File: src/rtl/traffic_sensor_conditioner.sv
// Two-lane vehicle detector conditioner: sync, debounce/hold FSM and a saturating
// vehicle counter per lane, producing clean presence t[1:0] for the light FSM.
module traffic_sensor_conditioner #(
  parameter int DEBOUNCE = 4,
  parameter int HOLD     = 8,
  parameter int CW       = 8
) (
  input  logic          clk,
  input  logic          reset,
  input  logic [1:0]    sensor_raw,
  input  logic          tick,
  input  logic          clr_count,
  output logic [1:0]    t,
  output logic [1:0]    car_pulse,
  output logic [CW-1:0] count_a,
  output logic [CW-1:0] count_b
);

  localparam int MAXDH = (DEBOUNCE > HOLD) ? DEBOUNCE : HOLD;
  localparam int CNTW  = (MAXDH > 1) ? $clog2(MAXDH) : 1;
  localparam logic [CNTW-1:0] DB_LAST   = CNTW'(DEBOUNCE - 1);
  localparam logic [CNTW-1:0] HOLD_LAST = CNTW'(HOLD - 1);

  typedef enum logic [1:0] {IDLE, ARM, PRESENT, RELEASE} state_e;

  logic [1:0][CW-1:0] count_q;

  for (genvar g = 0; g < 2; g++) begin : g_lane
    logic            s1_q, s2_q;
    state_e          state_q, state_d;
    logic [CNTW-1:0] cnt_q, cnt_d;
    logic            t_q, pulse_q, pulse_d;

    always_comb begin
      state_d = state_q;
      cnt_d   = cnt_q;
      pulse_d = 1'b0;
      case (state_q)
        IDLE: begin
          if (s2_q) begin
            state_d = ARM;
            cnt_d   = '0;
          end
        end
        ARM: begin
          if (!s2_q) begin
            state_d = IDLE;
            cnt_d   = '0;
          end else if (tick && cnt_q == DB_LAST) begin
            state_d = PRESENT;
            cnt_d   = '0;
            pulse_d = 1'b1;
          end else if (tick) begin
            cnt_d = cnt_q + 1'b1;
          end
        end
        PRESENT: begin
          if (!s2_q) begin
            state_d = RELEASE;
            cnt_d   = '0;
          end
        end
        RELEASE: begin
          // Re-detection inside the hold window is the same vehicle: no pulse.
          if (s2_q) begin
            state_d = PRESENT;
            cnt_d   = '0;
          end else if (tick && cnt_q == HOLD_LAST) begin
            state_d = IDLE;
            cnt_d   = '0;
          end else if (tick) begin
            cnt_d = cnt_q + 1'b1;
          end
        end
        default: begin
          state_d = IDLE;
          cnt_d   = '0;
        end
      endcase
    end

    always_ff @(posedge clk) begin
      if (reset) begin
        s1_q    <= 1'b0;
        s2_q    <= 1'b0;
        state_q <= IDLE;
        cnt_q   <= '0;
        t_q     <= 1'b0;
        pulse_q <= 1'b0;
      end else begin
        s1_q    <= sensor_raw[g];
        s2_q    <= s1_q;
        state_q <= state_d;
        cnt_q   <= cnt_d;
        t_q     <= (state_d == PRESENT) || (state_d == RELEASE);
        pulse_q <= pulse_d;
      end
    end

    // Clear wins over a coincident pulse; the count saturates at all-ones.
    always_ff @(posedge clk) begin
      if (reset || clr_count) begin
        count_q[g] <= '0;
      end else if (pulse_q && count_q[g] != {CW{1'b1}}) begin
        count_q[g] <= count_q[g] + 1'b1;
      end
    end

    assign t[g]         = t_q;
    assign car_pulse[g] = pulse_q;
  end

  assign count_a = count_q[0];
  assign count_b = count_q[1];

endmodule

File: config.mk
export PLATFORM = sky130hd
export DESIGN_NAME = traffic_sensor_conditioner
export DESIGN_NICKNAME = d
export VERILOG_FILES = /design/src/rtl/traffic_sensor_conditioner.sv
export SDC_FILE = /design/constraint.sdc
export NUM_CORES = 1
export LEC_CHECK = 0
export BUFFER_PORTS_ARGS = -buffer_cell sky130_fd_sc_hd__buf_4
export CAP_MARGIN = 0
export CORE_UTILIZATION = 59
export DETAILED_ROUTE_END_ITERATION = 16
export PLACE_DENSITY = 0.79
export SLEW_MARGIN = 20
export SYNTH_ARGS = -nofsm -noshare
export SYNTH_HDL_FRONTEND = slang
export SYNTH_SLANG_ARGS = --single-unit
File: constraint.sdc
create_clock -name clk -period 3.1 [get_ports clk]
set_clock_uncertainty 0.05 [all_clocks]
set_input_delay 0.31 -clock clk [delete_from_list [all_inputs] [get_ports clk]]
set_output_delay 0.31 -clock clk [all_outputs]
set_load 0.1 [all_outputs]
=== Yosys cells after proc, flatten, opt, wreduce, memory -nomap -nowiden ===
Cells that the tools add are included.

* Register bits: 34
* Bits of input ports: 6
* Output and inout port bits: 20
* Logic and storage cells: 89

* $add $sub $neg: 4
* Eq/ne operators: 20
* Muxes and demuxes: 32
* Bitwise logic cells: 4
* Reduce and logical (&&, ||, !) cells: 15

{| class="wikitable"
|+ Operators with widths
! cell !! number
|-
| 3-bit 2-to-1 mux || 14
|-
| 2-bit 2-to-1 mux || 12
|-
| 3-bit case mux with 4 select lines || 2
|-
| 8-bit by 1-bit adder with 8-bit output, second input constant || 2
|-
| 2-bit equality test, second input constant || 8
|-
| 8-bit inequality test, second input constant || 2
|-
| 2-bit case mux with 4 select lines || 2
|-
| 2-bit inequality test, second input constant || 4
|-
| 3-bit by 1-bit adder with 3-bit output, second input constant || 2
|-
| 3-bit by 2-bit equality test with 1-bit output, second input constant || 2
|-
| 3-bit equality test, second input constant || 2
|-
| 1-bit logical AND || 6
|-
| 3-bit OR reduction || 2
|-
| 2-bit by 1-bit equality test with 1-bit output, second input constant || 2
|-
| 2-bit zero test || 2
|-
| 1-bit inverter || 4
|-
| 2-bit AND reduction || 2
|-
| 1-bit logical OR || 3
|-
| 1-bit 2-to-1 mux || 2
|}

=== Longest topological paths before layout ===
Gate-level depths: netlist of the first run.

* Word-level depth: 7
* Mapped depth: 5
* Depth with buffers taken out: 5

=== Worst setup path after synthesis of the first run ===
OpenSTA, ideal clock, no wires.

* Kind: register -> register
* Start point: reg count_q, in the netlist count_a[0]
* End point: reg count_q, in the netlist count_a[4]
* Setup time: 0.081 ns
* Data arrival time: 1.908 ns
* Required time: 2.969 ns
* Setup slack: 1.062 ns
* Stages on the path, launching flop included: 6
* Buffers on the path: 1
* Clock period less this slack: 2.038 ns
* Path through: dfxtp_1 ha_1 and3_1 buf_2 a211oi_1 nor3_1

* Word-level cells in the longest chain between the ends: 2
* Elaborated cells on any way between the ends: 3
* Those cells by class: add/sub: 1; eq/ne: 1; reduce/logical: 1

{| class="wikitable"
|+ Ends and longest elaborated chain
! element !! line !! source
|-
| from (decl) || 26 || <nowiki>logic [1:0][CW-1:0] count_q;</nowiki>
|-
| from (signal, indexed assignment) || 105 || <nowiki>count_q[g] <= count_q[g] + 1'b1;</nowiki>
|-
| parallel branches: the longest is 2 deep, another holds 8-bit by 1-bit adder with 8-bit output || n/a ||
|}

Parallel ways; which one is timed is not known.
A chain may end at the register's enable or synchronous reset.

=== Final worst setup path of the first run ===
* Start point: reg count_q, in the netlist count_b[3]
* End point: out count_b[3]

{| class="wikitable"
|+ RTL lines
! element !! line !! source
|-
| to (decl) || 16 || <nowiki>output logic [CW-1:0] count_b</nowiki>
|}

No word-level cell between the ends.

==> summary.md, run 1 <==
| Metric | Value |
|---|---|
| Fin crit period | `1.527 ns` |
| Least-Margin Pin Slew | `0.3877 ns` |
| Setup TNS | `0 ns` |
| Max Buffers Root-to-Sink | `2` |
| Fraction of final layout cells sized beyond drive strength 1 | `20.00%` |
| Vias per Instance | `6.018` |
| Vias in the first global route | `1153` |
| Post-CTS Setup Bufs | `0` |
| Max-cap violations | `0` |
| Synth Register Bits | `32` |
| Core region area | `2545 um^2` |
| PortBufs | `25` |
| End point of the critical path | `count_b[3]` |
| Switch share | `23.05%` |
| Initial antenna violation count | `0` |
| Switch Pwr | `152.9 uW` |
| Status | `completed` |
| Num ports | `26` |
| Die span in x | `54.49 um` |
| GRT overflow | `0` |
| Die ar. | `2969 um^2` |
| Power per standard cell area | `362.9 nW/um^2` |
| Final WS setup | `1.573 ns` |
| First-pass GRT wire length | `5016 um` |
| Crit Path Max Fanout | `10` |
| DR DRC count | `0` |
| Slowest-stage cell, CP | `dfxtp_1` |
| Gate power share | `4.1%` |
| Crit path arrival time | `1.17 ns` |
| Clock sinks | `32` |
| Clk Latency, worst-skew pair | `0.32 ns` |
| GPL Wtd Cong | `0.7566` |
| Worst hold path class | `input pin to flop` |
| Hold Fails Final Rpt | `0` |
| Final period util | `49.26%` |
| Post-synth EDFFs | `0` |
| Reg2Reg Launch Point | `count_a[0]$_SDFFE_PP0P_` |
| Leak Pwr | `0.7367 nW` |
| DP Worst Slack | `1.631 ns` |
| F_max | `654.9 MHz` |
| Slew headroom | `74.13%` |
| Max Slew Vio Count | `0` |
| Flop-to-flop setup slack | `1.63 ns` |
| Root buffer cell | `clkbuf_4` |
| Hold-fix buffers, CTS | `0` |
| RSZ-0062 raised after global routing | `no` |
| Critical Path Stages | `1` |
| RR Endpoint | `count_a[3]$_SDFFE_PP0P_` |
| Starting Density | `63.86%` |
| P&R area growth vs syn | `12.47%` |
| Internal | `510.5 uW` |
| Drt first pass iters | `4` |
| Die Span Y | `54.49 um` |
| Critical Path, Cell by Cell | `buf_4` |
| Buffers plus inverters on the worst setup path | `1` |
| Synth Instances | `174` |
| Inserted Clock Buffers | `5` |
| Routed WL per cell | `13.73 um` |
| Routed vias | `1354` |
| FP Rows | `18` |
| Sequential share of power | `62.8%` |
| Unique masters post-synth | `45` |
| N_diodes | `0` |
| Total power | `663.5 uW` |
| Min-Delay Startpoint | `sensor_raw[0]` |
| Final WL | `3090 um` |
| Sequential area share after synthesis | `39.41%` |
| VDD IR max | `0.0002951 V` |
| Synth Cell Area | `1625 um^2` |
| Fin nets | `209` |
| Clock transition at path regs | `0.10 ns` |
| H-tree levels | `2` |
| Clk pwr share | `33.1%` |
| Main flop type after synthesis | `dfxtp_1` |
| Max incr delay on CP | `0.50 ns` |
| Async set-reset flop share out of synthesis | `0%` |
| Crit path max-delay family | `flip-flops` |
| Post_cts resized | `0` |
| Required time of the critical path | `2.74 ns` |
| Setup crit start | `count_b[3]$_SDFFE_PP0P_` |
| Total Routing Usage GR | `23.55%` |
| Post-route ant nets | `0` |
| Largest net degree at the start of global routing | `21` |
| Final core utilization | `71.83%` |
| Startpoint Class | `flop` |
| Syn_area_per_cell | `9.341 um^2` |
| Crit Path Category | `flop to output pin` |
| Hpwl dp | `2219 um` |
| Finish-stage setup viols | `0` |
| Synthesized net count | `188` |
| Critical Path Sink Type | `output pin` |
| CTS tree | `yes` |
| Worst Reg-to-Reg Cells | `4` |
| Yosys warning count | `0` |
| DR iter-0 viols | `19` |
==> flip-flops by register name, summed over array words and instances (netlist names) <==
signal          flops
g_lane.cnt_q        6
count_a             8
g_lane.s1_q         2
g_lane.state_q      4
count_b             8
g_lane.pulse_q      2
g_lane.s2_q         2
==> synthesized netlist by cell type, types with 3 or more instances <==
cell | n | area, um^2
a21oi_1 | 7 | 35.03
a31oi_1 | 4 | 25.02
and3_1 | 6 | 37.54
and3b_1 | 3 | 26.28
and4_1 | 3 | 26.28
buf_2 | 3 | 15.01
buf_4 | 4 | 30.03
dfxtp_1 | 32 | 640.6
ha_1 | 8 | 100.1
inv_1 | 6 | 22.52
mux2i_1 | 5 | 50.05
nand2_1 | 15 | 56.30
nand2b_1 | 4 | 25.02
nand3_1 | 8 | 40.04
nand4_1 | 3 | 18.77
nor2b_1 | 6 | 37.54
nor3_1 | 6 | 30.03
nor3b_1 | 6 | 45.04
o21ai_0 | 5 | 25.02
o32ai_1 | 4 | 35.03
==> power by group through the flow <==
| stage | Clock (mW) | Combinational, mW | Sequential (mW) |
|---|---|---|---|
| 2_1_floorplan | 0 | 0.0178 | 0.425 |
| 3_3_place_gp | 0 | 0.0259 | 0.426 |
| 3_5_place_dp | 0 | 0.0270 | 0.426 |
| 4_1_cts | 0.223 | 0.0272 | 0.417 |
| 5_1_grt | 0.235 | 0.0295 | 0.418 |
| 6_report | 0.220 | 0.0269 | 0.417 |
==> worst min-delay path by stage <==
stage	depth (start not counted)	endpoint
finish	2	g_lane[0].s1_q$_SDFF_PP0_
global route	2	g_lane[1].s1_q$_SDFF_PP0_
CTS	2	g_lane[0].s1_q$_SDFF_PP0_
detailed placement	1	g_lane[1].s2_q$_SDFF_PP0_
global placement	1	g_lane[1].s2_q$_SDFF_PP0_
floorplan	1	g_lane[0].s2_q$_SDFF_PP0_
==> stage by stage <==
step                std cells  area [um^2]  hold WS [ns]
finish                    225         1828        0.1507
floorplan                 174         1625        0.3638
global placement          218         1782        0.3800
detailed placement        218         1782        0.3871
CTS                       225         1828        0.1452
global route              225         1828        0.1566
==> metal layers <==
| layer | track usage, % | wire (um) | vias up |
|---|---|---|---|
| met5 | 0 | 0 | - |
| met4 | 9.829 | 15 | 0 |
| met3 | 6.667 | 105 | 2 |
| met2 | 39.02 | 1537 | 29 |
| met1 | 28.33 | 1430 | 640 |
| li1 | - | - | 683 |
==> cells by family (layout without fill, tap and decap cells) <==
kind of cell             after synthesis  in the layout  synth area share [%]
AND/OR/NAND/NOR                       71             71                 26.56
AO/OA/AOI/OAI                         37             37                 16.24
flip-flops                            32             32                 39.41
buffers and inverters                 17             38                 5.619
adder cells (fa/ha/maj)                8              8                 6.159
multiplexers                           7              7                 4.927
XOR/XNOR                               2              2                 1.078
==> layout by cell type (no fill, tap or decap), types with 2 or more instances in the layout <==
master and instances:
dfxtp_1 32, buf_4 25, nand2_1 15, nand3_1 8, ha_1 8, a21oi_1 7, inv_1 6, and3_1 6
nor3_1 6, nor2b_1 6, nor3b_1 6, mux2i_1 5, o21ai_0 5, clkbuf_4 5, nand2b_1 4, o32ai_1 4
a31oi_1 4, and3b_1 3, and4_1 3, nand4_1 3, or3_1 2, a211oi_1 2, a41oi_1 2, xor2_1 2
mux2_4 2, a21o_1 2, a2111o_1 2, o21ai_2 2, o22ai_1 2, nor4b_1 2
==> final cells by class <==
type	count	area (um^2)
flip-flops and latches	32	640.6
repair buffers	25	187.7
inverters	6	22.52
fillers	204	716.9
multi-input cells	125	893.4
clock inverters	1	5.005
clock buffers	6	41.29
well taps	30	37.54
Power figures use the tool's default switching activity.
==> inputs of run 2 (changes only) <==
CORE_UTILIZATION = 50   (was 59)
PLACE_DENSITY = 0.71   (was 0.79)
clock period = 1.2 ns   (was 3.1 ns; I/O delays follow)
==> run 2 against run 1 <==
  * The run now ends with negative setup slack left
  * Largest power group unchanged
  * Combinational power rose to 4.0 times the previous value
  * Non-clock buffer count increased by 28
  * First-iteration DRC count rose to 6.2 times the previous value
  * Highest routed layer unchanged
  * Sequential power increased by 150%
  * Total power increased to 2.9 times the previous value
  * Clock-buffer cell count rose by 1
  * Flip-flop and latch count stayed put
==> summary.md, run 2 (synthesis results as in run 1) <==
| Metric | Value |
|---|---|
| Status | `finished, violations left` |
| Failing checks | `negative setup slack` |
| P&R area growth vs syn | `61.43%` |
| N_diodes | `0` |
| Hold Fails Final Rpt | `0` |
| Least-Margin Pin Slew | `0.2631 ns` |
| Gate power share | `5.5%` |
| DP Worst Slack | `-0.09097 ns` |
| Crit Path Max Fanout | `4` |
| Fraction of final layout cells sized beyond drive strength 1 | `58.48%` |
| FILL cells | `175` |
| Hpwl dp | `2645 um` |
| Switch share | `23.48%` |
| DR iter-0 viols | `117` |
| RSZ-0062 raised after global routing | `yes` |
| Leak Pwr | `0.9663 nW` |
| Clk Latency, worst-skew pair | `0.35 ns` |
| Slew headroom | `82.46%` |
| Die Span Y | `59.02 um` |
| Post-route ant nets | `0` |
| Clock transition at path regs | `0.11 ns` |
| Power per standard cell area | `742.7 nW/um^2` |
| Layout Cells excl Fill | `268` |
| Most frequent cells in the layout | `26 x buf_4, 17 x dfxtp_4, 16 x buf_6` |
| VDD IR max | `0.0007342 V` |
| Fin crit period | `1.315 ns` |
| F_max | `760.5 MHz` |
| Total Routing Usage GR | `26.43%` |
| Fin nets | `237` |
| Required time of the critical path | `1.42 ns` |
| Multi-input logic area | `1184 um^2` |
| Vias per Instance | `5.746` |
| Max Slew Vio Count | `0` |
| Internal | `1.491 mW` |
| Starting Density | `52.80%` |
| Startpoint Class | `flop` |
| Num ports | `26` |
| GPL Wtd Cong | `0.8191` |
| CTS tree | `yes` |
| Max-cap violations | `0` |
| DR DRC count | `0` |
| Worst hold path class | `input pin to flop` |
| Final WL | `4331 um` |
| Largest net degree at the start of global routing | `12` |
| Root buffer cell | `clkbuf_4` |
| GRT overflow | `0` |
| Commonest non-fill, non-tap cell in the layout | `buf_4` |
| Crit Path Category | `flop to flop` |
| Die ar. | `3483 um^2` |
| FP Rows | `20` |
| Placed insts | `248` |
| Inserted Clock Buffers | `5` |
| Routed WL per cell | `16.16 um` |
| Initial antenna violation count | `0` |
| Drt first pass iters | `4` |
| Routed vias | `1540` |
| Finish-stage setup viols | `14` |
| Crit path arrival time | `1.54 ns` |
| PortBufs | `25` |
| Clk pwr share | `41.2%` |
| Vias in the first global route | `1463` |
| Clock sinks | `32` |
| Setup TNS | `-0.6807 ns` |
| Max Buffers Root-to-Sink | `2` |
| Core region area | `3078 um^2` |
| H-tree levels | `2` |
| Die span in x | `59.02 um` |
| Switch Pwr | `457.6 uW` |
| Final period util | `109.6%` |
| Sequential share of power | `53.3%` |
| Final WS setup | `-0.1150 ns` |
| Critical Path Sink Type | `flop` |
| Register Area | `716.9 um^2` |
| First-pass GRT wire length | `6824 um` |
-- run 2: changes by cell type in the layout (fill, tap and decap cells not counted), sizes merged --
cell         change
clkbuf           +1
dlygate4sd3      +2
buf             +26
-- run 2: path summary, 6_finish.rpt --
kind,startpoint,end,slack (ns),cells after the start
worst min-delay path,clr_count,count_b[3]$_SDFFE_PP0P_,0.01,4
worst min register to register,g_lane[0].s1_q$_SDFF_PP0_,g_lane[0].s2_q$_SDFF_PP0_,0.40,1
worst max-delay path,g_lane[1].cnt_q[1]$_SDFFE_PP0P_,g_lane[1].cnt_q[0]$_SDFFE_PP0P_,-0.12,5
worst max register to register,g_lane[1].cnt_q[1]$_SDFFE_PP0P_,g_lane[1].cnt_q[0]$_SDFFE_PP0P_,-0.12,5
-- run 2: power groups by stage --
stage          clock network (mW)  registers (mW)  logic [mW]
5_1_grt                     0.880            1.04       0.114
6_report                    0.803            1.04       0.107
3_5_place_dp                    0            1.07      0.0912
4_1_cts                     0.819            1.04       0.102
3_3_place_gp                    0            1.07      0.0879
2_1_floorplan                   0            1.07      0.0465
-- run 2: layer usage --
layer,vias to the layer above,wire length [um],track usage [%]
li1,746,-,-
met1,742,1782,29.60
met2,38,2277,48.21
met3,14,147,6.769
met4,0,123,9.184
met5,-,0,0
-- run 2: worst max-delay path, stage by stage (launching register included) --
cell and delay [ns]:
dfxtp_2 0.36, ha_4 0.18, ha_4 0.17, nor3b_2 0.21, o21ai_2 0.12, o22ai_1 0.15
-- run 2: final cells by class --
class	count	area share, %
clock buffers	7	2.909
clock inverters	1	0.1431
inverters	6	0.8584
multi-input cells	125	45.11
flip-flops and latches	32	27.32
well taps	44	2.098
repair buffers	53	21.55
-- run 2: repair_timing --
action | in CTS | in global routing
hold buffers | 2 | 0
pin swaps | 16 | 8
endpoints found under the hold margin | 2 | 0
endpoints found under the setup margin | 33 | 33
setup buffers | 3 | 7
resized for setup | 47 | 30
-- run 2: metrics by stage --
step	hold WS [ns]	area (um^2)	total power, mW	util [%]
2_1_floorplan	0.1982	1827	1.112	-
3_3_place_gp	0.2871	2100	1.153	68.21
3_5_place_dp	0.2956	2100	1.157	68.21
4_1_cts	0.001360	2434	1.964	79.07
5_1_grt	0.01740	2624	2.034	85.24
6_report	0.01277	2624	1.949	85.24
==> inputs of run 3 (changes only) <==
SETUP_SLACK_MARGIN = 0.02   (was not set)
==> run 3 against run 2 <==
  * The run still ends with negative setup slack left
  * Sequential share of layout area up 0.086 points
  * Fmax up 2.4%
  * Flip-flop and latch count unchanged
  * Clock-buffer cell count unchanged
  * Register-to-register slack better by 0.03 ns
  * Clock power down 24%
  * Critical endpoint unchanged
  * Via count up 0.71%
  * Largest cell class unchanged
  * Utilization up 0.33 points
  * Routed wire length down 1.7%
  * Final cell count up 0.75%
==> summary.md, run 3 (synthesis results as in run 1) <==
| Metric | Value |
|---|---|
| Status | `finished, violations left` |
| Failing checks | `negative setup slack` |
| Sequential share of power | `58.9%` |
| N_diodes | `0` |
| Leak Pwr | `0.9801 nW` |
| CP most frequent cell | `ha_4` |
| Core region area | `3078 um^2` |
| Fraction of final layout cells sized beyond drive strength 1 | `58.85%` |
| Startpoint Class | `flop` |
| Fin nets | `239` |
| Die span in x | `59.02 um` |
| Fin crit period | `1.284 ns` |
| Total Routing Usage GR | `26.65%` |
| Initial antenna violation count | `0` |
| Final core utilization | `85.57%` |
| Worst-case hold slack | `0.002964 ns` |
| Required time of the critical path | `1.43 ns` |
| Vias in the first global route | `1556` |
| Slowest-stage cell, CP | `dfxtp_2` |
| GPL Wtd Cong | `0.8005` |
| Final WS setup | `-0.08447 ns` |
| VDD IR max | `0.0005051 V` |
| Crit Path Max Fanout | `4` |
| Slew headroom | `83.41%` |
| Gate power share | `6.3%` |
| Max incr delay on CP | `0.35 ns` |
| Starting Density | `52.80%` |
| Hpwl dp | `2847 um` |
| Least-Margin Pin Slew | `0.2488 ns` |
| Max-cap violations | `0` |
| Critical Path, Cell by Cell | `ha_4, ha_4, nor3b_2, o21ai_2, o22ai_1` |
| Drt first pass iters | `4` |
| Post-route ant nets | `0` |
| Routed WL per cell | `15.77 um` |
| Worst Reg-to-Reg Cells | `5` |
| Layout Cells excl Fill | `270` |
| DP Worst Slack | `-0.1126 ns` |
| Min-Delay Startpoint | `clr_count` |
| Clk Latency, worst-skew pair | `0.35 ns` |
| Num ports | `26` |
| Max Buffers Root-to-Sink | `2` |
| Placed insts | `252` |
| PortBufs | `25` |
| Flop-to-flop setup slack | `-0.08 ns` |
| Inserted Clock Buffers | `5` |
| DR iter-0 viols | `139` |
| Die Span Y | `59.02 um` |
| DR DRC count | `0` |
| Reg2Reg Launch Point | `g_lane[1].cnt_q[1]$_SDFFE_PP0P_` |
| GRT overflow | `0` |
| Vias per Instance | `5.744` |
| Clock transition at path regs | `0.10 ns` |
| Critical Path Sink Type | `flop` |
| First-pass GRT wire length | `6941 um` |
| Power per standard cell area | `667.3 nW/um^2` |
| Crit Path Category | `flop to flop` |
| Commonest non-fill, non-tap cell in the layout | `buf_4` |
| Finish-stage setup viols | `13` |
| F_max | `778.5 MHz` |
| Clk pwr share | `34.9%` |
| Max Slew Vio Count | `0` |
| Internal | `1.313 mW` |
| Hold depth | `3` |
| Clock sinks | `32` |
| Worst hold path class | `input pin to flop` |
| Root buffer cell | `clkbuf_4` |
| Worst hold endpoint | `count_a[0]$_SDFFE_PP0P_` |
| Switch share | `25.29%` |
| Final period util | `107.0%` |
| Routed vias | `1551` |
| Hold Fails Final Rpt | `0` |
| Crit path arrival time | `1.52 ns` |
| CTS tree | `yes` |
| P&R area growth vs syn | `62.05%` |
| RSZ-0062 raised after global routing | `yes` |
| Switch Pwr | `444.4 uW` |
| H-tree levels | `2` |
| Most frequent cells in the layout | `25 x buf_4, 19 x dfxtp_4, 19 x buf_6` |
| Largest net degree at the start of global routing | `12` |
| RR Endpoint | `g_lane[1].cnt_q[0]$_SDFFE_PP0P_` |
| Die ar. | `3483 um^2` |
| FP Rows | `20` |
| Final WL | `4257 um` |
==> run 3: cell count changes in the layout (fill, tap and decap cells not counted), moves of 2 or more <==
cell      delta
dfxtp_2      -2
dfxtp_4      +2
clkbuf_1     +2
buf_6        +3
nand2_1      -2
==> run 3: worst max-delay path, delay by kind of cell, from the launching register on <==
family	cells	cell delay, ns
adder cells (fa/ha/maj)	2	0.34
AO/OA/AOI/OAI	2	0.30
AND/OR/NAND/NOR	1	0.18
flip-flops	1	0.35
==> run 3: through the flow <==
stage / instance area [um^2] / TNS, ns / power, mW
global route: 2634 / -1.492 / 1.826
finish: 2634 / -0.6292 / 1.758
global placement: 2223 / -0.1737 / 1.155
CTS: 2501 / -0.4615 / 1.760
detailed placement: 2223 / -0.7276 / 1.158
floorplan: 1921 / -2.318 / 1.111
==> run 3: power groups by stage <==
stage | combinational [mW] | sequential (mW) | clock (mW)
floorplan | 0.0501 | 1.06 | 0
global placement | 0.0946 | 1.06 | 0
detailed placement | 0.0971 | 1.06 | 0
CTS | 0.105 | 1.03 | 0.621
global route | 0.119 | 1.04 | 0.671
finish | 0.110 | 1.03 | 0.613
==> run 3: metal layers <==
layer | up-vias | track usage (%) | share of wire (%) | routed length (um)
li1 | 748 | - | - | -
met1 | 759 | 29.97 | 39 | 1660
met2 | 34 | 48.21 | 56 | 2370
met3 | 10 | 5.240 | 3.1 | 130
met4 | 0 | 12.24 | 2.2 | 95
met5 | - | 0 | 0 | 0
==> run 3: repair_timing <==
item / 4_1_cts / 5_1_grt
hold buffers: 2 / 0
hold endpoints to repair: 2 / 0
gates resized for setup: 43 / 23
buffers inserted: 4 / 4
pin swaps: 15 / 12
endpoints found under the setup margin: 38 / 33
==> run 3: final cells by class <==
class	instances	area, um^2
inverter	6	22.52
sequential	32	721.9
multi-input combinational	125	1192
fill	164	444.2
clock buffer	7	45.04
clock inverter	1	5.005
tap	44	55.05
timing repair buffer	55	591.8
==> run 3: how the worst max path moves through the flow <==
| stage | depth (start not counted) | slack [ns] | endpoint | startpoint |
|---|---|---|---|---|
| finish | 5 | -0.08 | g_lane[1].cnt_q[0]$_SDFFE_PP0P_ | g_lane[1].cnt_q[1]$_SDFFE_PP0P_ |
| detailed placement | 5 | -0.11 | g_lane[0].cnt_q[2]$_SDFFE_PP0P_ | g_lane[0].cnt_q[1]$_SDFFE_PP0P_ |
| CTS | 5 | -0.09 | g_lane[1].cnt_q[0]$_SDFFE_PP0P_ | g_lane[1].cnt_q[0]$_SDFFE_PP0P_ |
| global placement | 5 | -0.04 | g_lane[0].cnt_q[1]$_SDFFE_PP0P_ | g_lane[0].cnt_q[1]$_SDFFE_PP0P_ |
| global route | 5 | -0.12 | g_lane[1].cnt_q[0]$_SDFFE_PP0P_ | g_lane[1].cnt_q[1]$_SDFFE_PP0P_ |
| floorplan | 5 | -0.28 | count_a[3]$_SDFFE_PP0P_ | count_a[1]$_SDFFE_PP0P_ |
